==> src/rtl/mux_rr_arb_nxw_if.sv <==
// Bundle for the N-way selector: per-channel request/data/accept toward the producers,
// and a single registered valid/ready word toward the consumer.
interface mux_rr_arb_nxw_if #(
  parameter int WIDTH    = 32,
  parameter int CHANNELS = 4,
  parameter int SEL_W    = 2
);
  logic                       mode;
  logic [SEL_W-1:0]           sel;
  logic [CHANNELS-1:0]        in_valid;
  logic [CHANNELS*WIDTH-1:0]  in_data;
  logic [CHANNELS-1:0]        in_ready;
  logic                       out_valid;
  logic                       out_ready;
  logic [WIDTH-1:0]           out_data;
  logic [SEL_W-1:0]           out_chan;

  // Producer/consumer side: drives requests and the output accept.
  modport master (
    output mode, sel, in_valid, in_data, out_ready,
    input  in_ready, out_valid, out_data, out_chan
  );

  // Selector side.
  modport slave (
    input  mode, sel, in_valid, in_data, out_ready,
    output in_ready, out_valid, out_data, out_chan
  );
endinterface

==> src/rtl/mux_rr_arb_nxw.sv <==
// N-way selector (fixed select or round-robin) into one output register; 1 cycle accept-to-valid.
// Backpressure: a held word blocks all accepts (in_ready=0) until out_ready; drain and load may coincide.
module mux_rr_arb_nxw #(
  parameter int WIDTH    = 32,
  parameter int CHANNELS = 4,
  parameter int SEL_W    = 2
) (
  input  logic               clk,
  input  logic               rst,
  mux_rr_arb_nxw_if.slave    bus
);

  logic [WIDTH-1:0]    chData [CHANNELS];
  logic                loadEn;
  logic                grantVld;
  logic [SEL_W-1:0]    grantIdx;
  logic [SEL_W-1:0]    rrIdx;
  logic                xfer;
  logic [CHANNELS-1:0] inReady;

  logic [SEL_W-1:0]    ptr;
  logic                outValid;
  logic [WIDTH-1:0]    outData;
  logic [SEL_W-1:0]    outChan;

  for (genvar c = 0; c < CHANNELS; c++) begin : g_unpack
    assign chData[c] = bus.in_data[c*WIDTH +: WIDTH];
  end

  assign loadEn = !outValid || bus.out_ready;

  // Round-robin search visits ptr+1 .. ptr (wrapping), first requester wins.
  always_comb begin
    grantVld = 1'b0;
    grantIdx = '0;
    rrIdx    = ptr;
    if (!bus.mode) begin
      if ({1'b0, bus.sel} < (SEL_W+1)'(CHANNELS)) begin
        if (bus.in_valid[bus.sel]) begin
          grantVld = 1'b1;
          grantIdx = bus.sel;
        end
      end
    end else begin
      for (int k = 0; k < CHANNELS; k++) begin
        rrIdx = (rrIdx == SEL_W'(CHANNELS-1)) ? '0 : rrIdx + 1'b1;
        if (!grantVld && bus.in_valid[rrIdx]) begin
          grantVld = 1'b1;
          grantIdx = rrIdx;
        end
      end
    end
  end

  always_comb begin
    inReady = '0;
    if (!rst && loadEn && grantVld) begin
      inReady[grantIdx] = 1'b1;
    end
  end

  assign xfer = |(inReady & bus.in_valid);

  always_ff @(posedge clk) begin
    if (rst) begin
      outValid <= 1'b0;
      outData  <= '0;
      outChan  <= '0;
      ptr      <= SEL_W'(CHANNELS-1);
    end else if (loadEn) begin
      if (xfer) begin
        outValid <= 1'b1;
        outData  <= chData[grantIdx];
        outChan  <= grantIdx;
        if (bus.mode) begin
          ptr <= grantIdx;
        end
      end else begin
        // Drained with nothing to replace it: data/chan keep their last values.
        outValid <= 1'b0;
      end
    end
  end

  assign bus.in_ready  = inReady;
  assign bus.out_valid = outValid;
  assign bus.out_data  = outData;
  assign bus.out_chan  = outChan;

  a_ready_onehot: assert property (@(posedge clk) $onehot0(inReady));

endmodule
==> src/flat_wrapper.sv <==
// flat-port wrapper written by rule: the top's interface ports become plain ports
module mux_rr_arb_nxw_flat 
#(
  parameter int WIDTH    = 32,
  parameter int CHANNELS = 4,
  parameter int SEL_W    = 2
)
  (clk, rst, bus_mode, bus_sel, bus_in_valid, bus_in_data, bus_out_ready, bus_in_ready, bus_out_valid, bus_out_data, bus_out_chan);
  mux_rr_arb_nxw_if #(.WIDTH(WIDTH), .CHANNELS(CHANNELS), .SEL_W(SEL_W)) bus_i ();
  input  logic clk;
  input  logic rst;
  input wire logic [$bits(bus_i.mode)-1:0] bus_mode;
  input wire logic [$bits(bus_i.sel)-1:0] bus_sel;
  input wire logic [$bits(bus_i.in_valid)-1:0] bus_in_valid;
  input wire logic [$bits(bus_i.in_data)-1:0] bus_in_data;
  input wire logic [$bits(bus_i.out_ready)-1:0] bus_out_ready;
  output wire logic [$bits(bus_i.in_ready)-1:0] bus_in_ready;
  output wire logic [$bits(bus_i.out_valid)-1:0] bus_out_valid;
  output wire logic [$bits(bus_i.out_data)-1:0] bus_out_data;
  output wire logic [$bits(bus_i.out_chan)-1:0] bus_out_chan;
  assign bus_i.mode = bus_mode;
  assign bus_i.sel = bus_sel;
  assign bus_i.in_valid = bus_in_valid;
  assign bus_i.in_data = bus_in_data;
  assign bus_i.out_ready = bus_out_ready;
  assign bus_in_ready = bus_i.in_ready;
  assign bus_out_valid = bus_i.out_valid;
  assign bus_out_data = bus_i.out_data;
  assign bus_out_chan = bus_i.out_chan;
  mux_rr_arb_nxw #(.WIDTH(WIDTH), .CHANNELS(CHANNELS), .SEL_W(SEL_W)) u_core (.clk(clk), .rst(rst), .bus(bus_i));
endmodule
==> config.mk <==
export PLATFORM = sky130hd
export DESIGN_NAME = mux_rr_arb_nxw_flat
export DESIGN_NICKNAME = d
export VERILOG_FILES = /design/src/rtl/mux_rr_arb_nxw_if.sv /design/src/rtl/mux_rr_arb_nxw.sv /design/src/flat_wrapper.sv
export SDC_FILE = /design/constraint.sdc
export NUM_CORES = 1
export LEC_CHECK = 0
export ABC_AREA = 1
export CAP_MARGIN = 20
export CELL_PAD_IN_SITES_DETAIL_PLACEMENT = 1
export CELL_PAD_IN_SITES_GLOBAL_PLACEMENT = 1
export CORE_ASPECT_RATIO = 0.75
export CORE_UTILIZATION = 24
export CTS_BUF_LIST = sky130_fd_sc_hd__clkbuf_16
export DETAILED_ROUTE_END_ITERATION = 16
export GPL_TIMING_DRIVEN = 0
export PLACE_DENSITY = 0.93
export SLEW_MARGIN = 20
export SYNTH_ARGS = -nofsm -noshare
export SYNTH_HDL_FRONTEND = slang
export SYNTH_SLANG_ARGS = --single-unit
==> constraint.sdc <==
create_clock -name clk -period 6.62 [get_ports clk]
set_clock_uncertainty 0.1 [all_clocks]
set_input_delay 1.324 -clock clk [delete_from_list [all_inputs] [get_ports clk]]
set_output_delay 1.324 -clock clk [all_outputs]
set_load 0.05 [all_outputs]
# After elaboration in Yosys (flattened, before gate mapping)
# Index checks and enable logic that the tools add are counted.
op_classes:
  add_sub_neg: 4
  n_mul: 0
  div_mod_pow: 0
  n_lt_le_gt_ge: 8
  eq_ne: 4
  shift: 0
  muxes: 36
  n_bitwise: 2
  reduce_logical: 15
op_table:
  columns: ["op", "n"]
  rows:
  - ["binary-select mux 32 bit (select 2 bit)", 1]
  - ["2-to-1 mux 32 bit", 2]
  - ["2-to-1 mux 2 bit", 10]
  - ["less-than comparator 2 x 3 -> 1 bit, second input constant", 6]
  - ["2-to-1 mux 1 bit", 16]
  - ["binary-select mux 1 bit (select 2 bit)", 5]
  - ["adder 2 x 1 -> 2 bit, second input constant", 4]
  - ["== test 2 bit, second input constant", 4]
  - ["logical AND 1 bit", 6]
  - ["logical NOT 1 bit", 5]
  - ["AND 4 bit", 1]
  - ["2-to-1 mux 4 bit", 1]
  - ["OR reduction 4 bit", 1]
  - ["greater-or-equal comparator 3 bit, second input constant", 1]
  - ["inverter 2 -> 3 bit", 1]
  - ["AND reduction 3 bit", 1]
  - ["demux 1 bit (select 2 bit)", 1]
  - ["greater-or-equal comparator 2 x 1 -> 1 bit, second input constant", 1]
  - ["AND reduction 2 bit", 1]
  - ["logical OR 1 bit", 1]
word_totals:
  ff_bits: 37
  latch_bits: 0
  ramBits: 0
  mem_bits_ro: 0
  input_bits: 138
  elab_cells: 73
  n_memories: 0

# Depth between registers and ports, before layout
# Gate-level depths: netlist (run 1).
depth:
  ltp_word: 26
  depth_mapped: 20
  depth_no_buf: 18

# Least setup slack after synthesis (run 1)
# No wires, ideal clock.
synth_path:
  path_kind: "input-to-output"
  from: "input port bus_in_valid[3]"
  to: "output port bus_in_ready[0]"
  arrival_ps: 3467
  required_ps: 5196
  slack_ps: 1729
  stages: 12
  path_buffers: 2
  path_cell_list: "inv_1 o21ai_0 nand2_1 nand2_1 inv_1 nand4_1 nand2_1 nor2_1 nor2_2 buf_4 clkbuf_1 nor3_1"
synth_between:
  elab_chain_len: 21
  elab_cells_between_ends: 38
  cone_classes: "2 x order compare; 28 x mux; 8 x reduce/logical"
synth_lines:
  columns: ["element", "line_no", "text"]
  rows:
  - ["from (decl)", "flat_wrapper.sv:14", "input wire logic [$bits(bus_i.in_valid)-1:0] bus_in_valid;"]
  - ["binary-select mux 1 bit (select 2 bit)", "mux_rr_arb_nxw.sv:47", "if (!grantVld && bus.in_valid[rrIdx]) begin"]
  - ["2-to-1 mux 1 bit (not written as such)", "mux_rr_arb_nxw.sv:47", null]
  - ["2-to-1 mux 1 bit", "mux_rr_arb_nxw.sv:47", null]
  - ["2-to-1 mux 1 bit", "mux_rr_arb_nxw.sv:37", "if (!bus.mode) begin"]
  - ["logical NOT 1 bit", "mux_rr_arb_nxw.sv:47", null]
  - ["logical AND 1 bit", "mux_rr_arb_nxw.sv:47", null]
  - ["2-to-1 mux 1 bit", "mux_rr_arb_nxw.sv:47", null]
  - ["2-to-1 mux 1 bit", "mux_rr_arb_nxw.sv:37", null]
  - ["[5 not listed]", null, null]
  - ["logical AND 1 bit", "mux_rr_arb_nxw.sv:47", null]
  - ["2-to-1 mux 2 bit", "mux_rr_arb_nxw.sv:47", null]
  - ["2-to-1 mux 2 bit", "mux_rr_arb_nxw.sv:37", null]
  - ["less-than comparator 2 x 3 -> 1 bit (not written as such) or greater-or-equal comparator 2 x 1 -> 1 bit (tied branches)", "mux_rr_arb_nxw.sv:58", "inReady[grantIdx] = 1'b1;"]
  - ["logical AND 1 bit (not written as such)", "mux_rr_arb_nxw.sv:58", null]
  - ["2-to-1 mux 1 bit (not written as such)", "mux_rr_arb_nxw.sv:58", null]
  - ["demux 1 bit (select 2 bit)", null, null]
  - ["2-to-1 mux 4 bit (*)", "mux_rr_arb_nxw.sv:57", "if (!rst && loadEn && grantVld) begin"]
  - ["to (decl)", "flat_wrapper.sv:17", "output wire logic [$bits(bus_i.in_ready)-1:0] bus_in_ready;"]
# Every way passes the cells marked *; elsewhere a longest branch is shown, timed or not. The select of a mux whose other input is x is not followed.

# Worst setup path in the final report (run 1)
layout_path:
  from: "input port bus_in_valid[0]"
  to: "output port bus_in_ready[0]"
# The elaborated chain is that of the path after synthesis.

==> impl_metrics.ini, run 1 <==
[layout]
synthToLayoutAreaGrowth_pct = 79.2
final_area_mm2 = 0.00463
fin_util_pct = 44.7
nNetsFinal = 757
diodes = 0
drive_gt1_share_pct = 7.11
fin_cells = 755
n_fill_cell = 1370

[timing]
tns_ns = 0
hold_slack_ns = 0.364
relSlewSlack_pct = 63.0
fmax_mhz = 175
final_hold_viol_count = 0
worst_slack_ns = 0.908
setup_viol = 0
min_period_ns = 5.71
tightest_slew_ns = 0.554
finalCritPeriodShare_pct = 86.3
maxSlewViolCount = 0
rsz0062_at_grt = false

[run]
cap_violations = 0

[setup_path]
startpoint_type = input port
path_cells = clkdlybuf4s50_1 -> inv_1 -> nand2_1 -> nand3_1 -> nand2_1 -> inv_2 -> nand4_1 -> nand2_1 -> nor2_1 -> nor2_2 -> buf_4 -> clkbuf_1 -> nor3_1 -> clkdlybuf4s50_1
critPathMostFrequentCell = nand2_1
cp-end-kind = output port
crit_path_max_fanout = 10
cp.arrival_ns = 4.29
crit_family = buffers and inverters
crit_required_ns = 5.20
crit_type = input port to output port
cp_num_buf_inv = 6
slowest_stage = clkdlybuf4s50_1
critical_path.max_stage_delay_ns = 0.83

[synth]
synth_edf_count = 0
postSynthAreaPerCell_um2 = 5.92
synth-seq-area-share_pct = 28.6
syn-num-nets = 576
ys_top_cells_by_count = nand2_1, nand3_1, dfxtp_1, nand4_1, a21oi_1
synth_ff_type = dfxtp_1
yosysWarnings = 0
netlist_top_cells_area = nand2_1, dfxtp_1, nand4_1
ys_ff_latch = 37
synth_area_mm2 = 0.00259
async_flop_share_pct = 0
yosysTopAreaCellShare_pct = 28.9
netlist_instances = 437
synth.distinct_cells = 26
yosysMostFrequentCell = nand2_1
yosysTopAreaCell = nand2_1

[cts]
cts.sinks = 37
cts_buffers = 5
cts_root_buf = clkbuf_16
post_cts_resized = 0
path_clk_slew_ns = 0.05
htreeDepth = 2
clock_path_buffers = 2
cts_setup_buffers = 0
cts.hold.buffers_added = 0
cts_tree = built
clk_latency_ns = 0.27

[place]
place_area_mm2 = 0.00450
dp_hpwl_um = 9830
place_ws_ns = 0.905
gp_congestion = 0.860
port_buffers = 174
placedCellCount = 747

[grt]
antenna_found_initial = 0
met3_usage_pct = 5.10
grt_pass1_wl_um = 18300
use_met2_pct = 38.6
grt_max_degree = 11
overflow = 0
grt_use_met1_pct = 24.7
track_usage_pct = 21.0
top_usage_layer = met2
grt_pass1_vias = 3707

[floorplanning]
die_area_mm2 = 0.0112
io-pin-count = 177
die_h_um = 91.9
fp.coreArea_mm2 = 0.0104
rows = 32
initial_core_util_pct = 24.9
die_w_um = 122

[power]
power_density_mw_per_mm2 = 221
vdd_drop_max_uv = 112
totalPowerFinal_mw = 1.02
p_leak_nw = 1.83

[drt]
drtAntennaViolNets = 0
firstDrtPassIters = 4
num_vias = 3603
wl_per_cell_um = 15.7
drt_iter0_drc = 105
drt_wl_total_um = 11900
avgViaCountPerCell = 4.77
route.detailed.drc = 0

[hold_path]
holdCritPathClass = flip-flop to flip-flop

[status]
outcome = finished clean
[worst paths after layout]
check	start	endpoint	slack, ns	cells past startpoint
worst max-delay path	bus_in_valid[0]	bus_in_ready[0]	0.91	14
worst min-delay path	u_core.bus.out_data[19]	u_core.bus.out_data[19]	0.36	2
worst max register to register	u_core.ptr[0]	u_core.bus.out_data[29]	3.61	17
worst min register to register	u_core.bus.out_data[19]	u_core.bus.out_data[19]	0.36	2
[worst reg2reg max path, stage by stage (launching register included)]
cell	delay, ns
dfxtp_1	0.33
ha_1	0.38
inv_1	0.12
nand2_1	0.14
nand2_1	0.14
nand2_2	0.11
nand2_2	0.06
nor3_2	0.15
nand3_1	0.12
nand3_1	0.10
nand2_1	0.07
buf_4	0.18
nor2_2	0.19
buf_2	0.33
nand2_1	0.11
nand4_1	0.11
nand2_1	0.07
a21oi_1	0.12
[layer usage]
layer / vias up / part of all wire (%) / wire length (um)
met1: 1677 / 43 / 5050
met5: - / 0 / 0
met4: 0 / 0.98 / 116
met3: 10 / 6.9 / 814
li1: 1806 / - / -
met2: 110 / 50 / 5890
[where the power goes]
part           switching (mW)  internal [mW]
Sequential             0.0135          0.248
Clock                  0.0864          0.135
Combinational           0.331          0.211
[cells in the final DEF (no fill, tap or decap)]
master	n
o21ai_2	1
nand4_1	37
buf_2	10
inv_1	16
o211ai_1	2
nand4_2	1
nor3_1	4
ha_1	1
o21ai_0	6
clkbuf_16	5
inv_2	6
nand2_1	199
nand2_2	5
buf_6	4
buf_4	5
nor3_2	1
nor2_2	4
clkdlybuf4s50_1	174
a21oi_1	36
o21ai_1	1
dfxtp_1	37
a31oi_1	1
buf_1	2
nor2_1	7
nor2_4	1
nand3_1	44
clkbuf_1	8
nand2_4	1
[state kept, by name (all words and copies together) (netlist names)]
name and count:
u_core.bus.out_data 32, u_core.bus.out_chan 2, u_core.ptr 2, u_core.bus.out_valid 1
[cell families after synthesis]
kind of cell | count (synthesis) | synth area share (%)
DFF | 37 | 28.6
buffers and inverters | 48 | 9.34
and+or+nand+nor | 304 | 52.1
AOI/OAI and AO/OA | 47 | 9.48
adders and majority gates | 1 | 0.484
[layout make-up]
class	count	area (um^2)	area share [%]
inverters	19	71.3	1.54
repair buffers	174	1740	37.6
clock buffers	5	125	2.70
well taps	136	170	3.67
clock inverters	3	11.3	0.243
flip-flops and latches	37	741	16.0
plain buffers	29	170	3.67
multi-input cells	352	1600	34.6
Note: power is estimated with default switching activity, not from simulation.
==> run 2, diff against run 1 <==
Settings changed: PLACE_DENSITY 0.93 to default, PLACE_DENSITY_LB_ADDON from default to 0.1.
==> run 2 against run 1 <==
Via count up 1.7%. Largest power group unchanged. Critical path type unchanged. Final cell count unchanged. Design area up 0.57%. Wire length up 1.4%. Die area unchanged. Critical endpoint unchanged. Non-clock buffer count unchanged.
==> impl_metrics.ini, run 2 (synthesis gave the netlist of run 1 again) <==
[drt]
avgViaCountPerCell = 4.85
drt_wl_total_um = 12000
drtAntennaViolNets = 0
num_vias = 3663
firstDrtPassIters = 4
drt_iter0_drc = 92
route.detailed.drc = 0
wl_per_cell_um = 15.9

[setup_path]
cp.arrival_ns = 4.35
startpoint_type = input port
slowest_stage = clkdlybuf4s50_1
crit_type = input port to output port
critPathMostFrequentCell = o21ai_0
cp-end-kind = output port
crit_path_max_fanout = 5
critical_path.max_stage_delay_ns = 0.84
crit_required_ns = 5.20
path_cells = clkdlybuf4s50_1 -> inv_2 -> nand2_1 -> o21ai_0 -> o21ai_0 -> o21ai_0 -> a31oi_1 -> inv_1 -> nor3_1 -> clkdlybuf4s50_1

[power]
totalPowerFinal_mw = 1.07
p_leak_nw = 1.84
vdd_drop_max_uv = 126
power_density_mw_per_mm2 = 229

[grt]
grt_pass1_vias = 3813
overflow = 0
track_usage_pct = 22.1
grt_max_degree = 12
antenna_found_initial = 0
grt_pass1_wl_um = 19100

[floorplanning]
die_h_um = 91.9
initial_core_util_pct = 24.9
die_w_um = 122
io-pin-count = 177
die_area_mm2 = 0.0112
fp.coreArea_mm2 = 0.0104
rows = 32

[place]
port_buffers = 174
place_area_mm2 = 0.00450
placedCellCount = 747
gp_congestion = 0.785
place_ws_ns = 0.867
dp_hpwl_um = 9720

[layout]
fin_util_pct = 44.9
largest_register_ff_count = 32
final_area_mm2 = 0.00466
drive_gt1_share_pct = 7.27
layout_commonest_cell = nand2_1
layout_common_cells = nand2_1, clkdlybuf4s50_1, nand3_1
synthToLayoutAreaGrowth_pct = 80.2
fin_cells = 755
nNetsFinal = 757
diodes = 0

[cts]
cts_setup_buffers = 0
clock_path_buffers = 2
cts_root_buf = clkbuf_16
cts_tree = built
cts_buffers = 5
clk_latency_ns = 0.28
path_clk_slew_ns = 0.05
htreeDepth = 2
cts.hold.buffers_added = 0
post_cts_resized = 0
cts.sinks = 37

[timing]
final_hold_viol_count = 0
maxSlewViolCount = 0
min_period_ns = 5.78
fmax_mhz = 173
relSlewSlack_pct = 58.9
tightest_slew_ns = 0.613
setup_viol = 0
worst_slack_ns = 0.844
hold_slack_ns = 0.364
finalCritPeriodShare_pct = 87.2
rsz0062_at_grt = false
tns_ns = 0

[status]
outcome = finished clean

[run]
cap_violations = 0

[hold_path]
holdCritPathClass = flip-flop to flip-flop
[run 2: worst paths after layout]
kind,from,end,slack [ns],depth (start not counted)
hold reg to reg,u_core.bus.out_data[24],u_core.bus.out_data[24],0.36,2
setup / recovery,bus_in_valid[1],bus_in_ready[0],0.84,10
setup reg to reg,u_core.ptr[0],u_core.bus.out_data[4],3.55,16
hold / removal,u_core.bus.out_data[24],u_core.bus.out_data[24],0.36,2
[run 2: cell type report]
cell class                 instances  area [um^2]
tap                              136          170
multi-input combinational        352         1600
buffer                            29          170
clock buffer                       5          125
sequential                        37          741
clock inverter                     3         37.5
timing repair buffer             174         1740
fill                            1357         5710
inverter                          19         71.3
[run 2: metal layers]
metal / track usage, % / part of all wire, % / up-vias
met4: 4.53 / 1.0 / 0
met3: 6.22 / 7.6 / 9
met2: 38.2 / 47 / 106
met1: 27.1 / 44 / 1735
li1: - / - / 1813
met5: 0 / 0 / -
[run 2: worst max-delay path: cells and delay by family]
family | cells | cell delay, ns
buf+inv | 4 | 1.62
compound gates | 4 | 1.13
simple gates | 2 | 0.27
[run 2: power by group]
group / total [mW] / leakage [nW] / internal [mW] / switching (mW)
clock network: 0.265 / 0.0826 / 0.175 / 0.0899
logic: 0.542 / 1.45 / 0.210 / 0.332
registers: 0.262 / 0.301 / 0.248 / 0.0141
total: 1.07 / 1.84 / 0.633 / 0.436
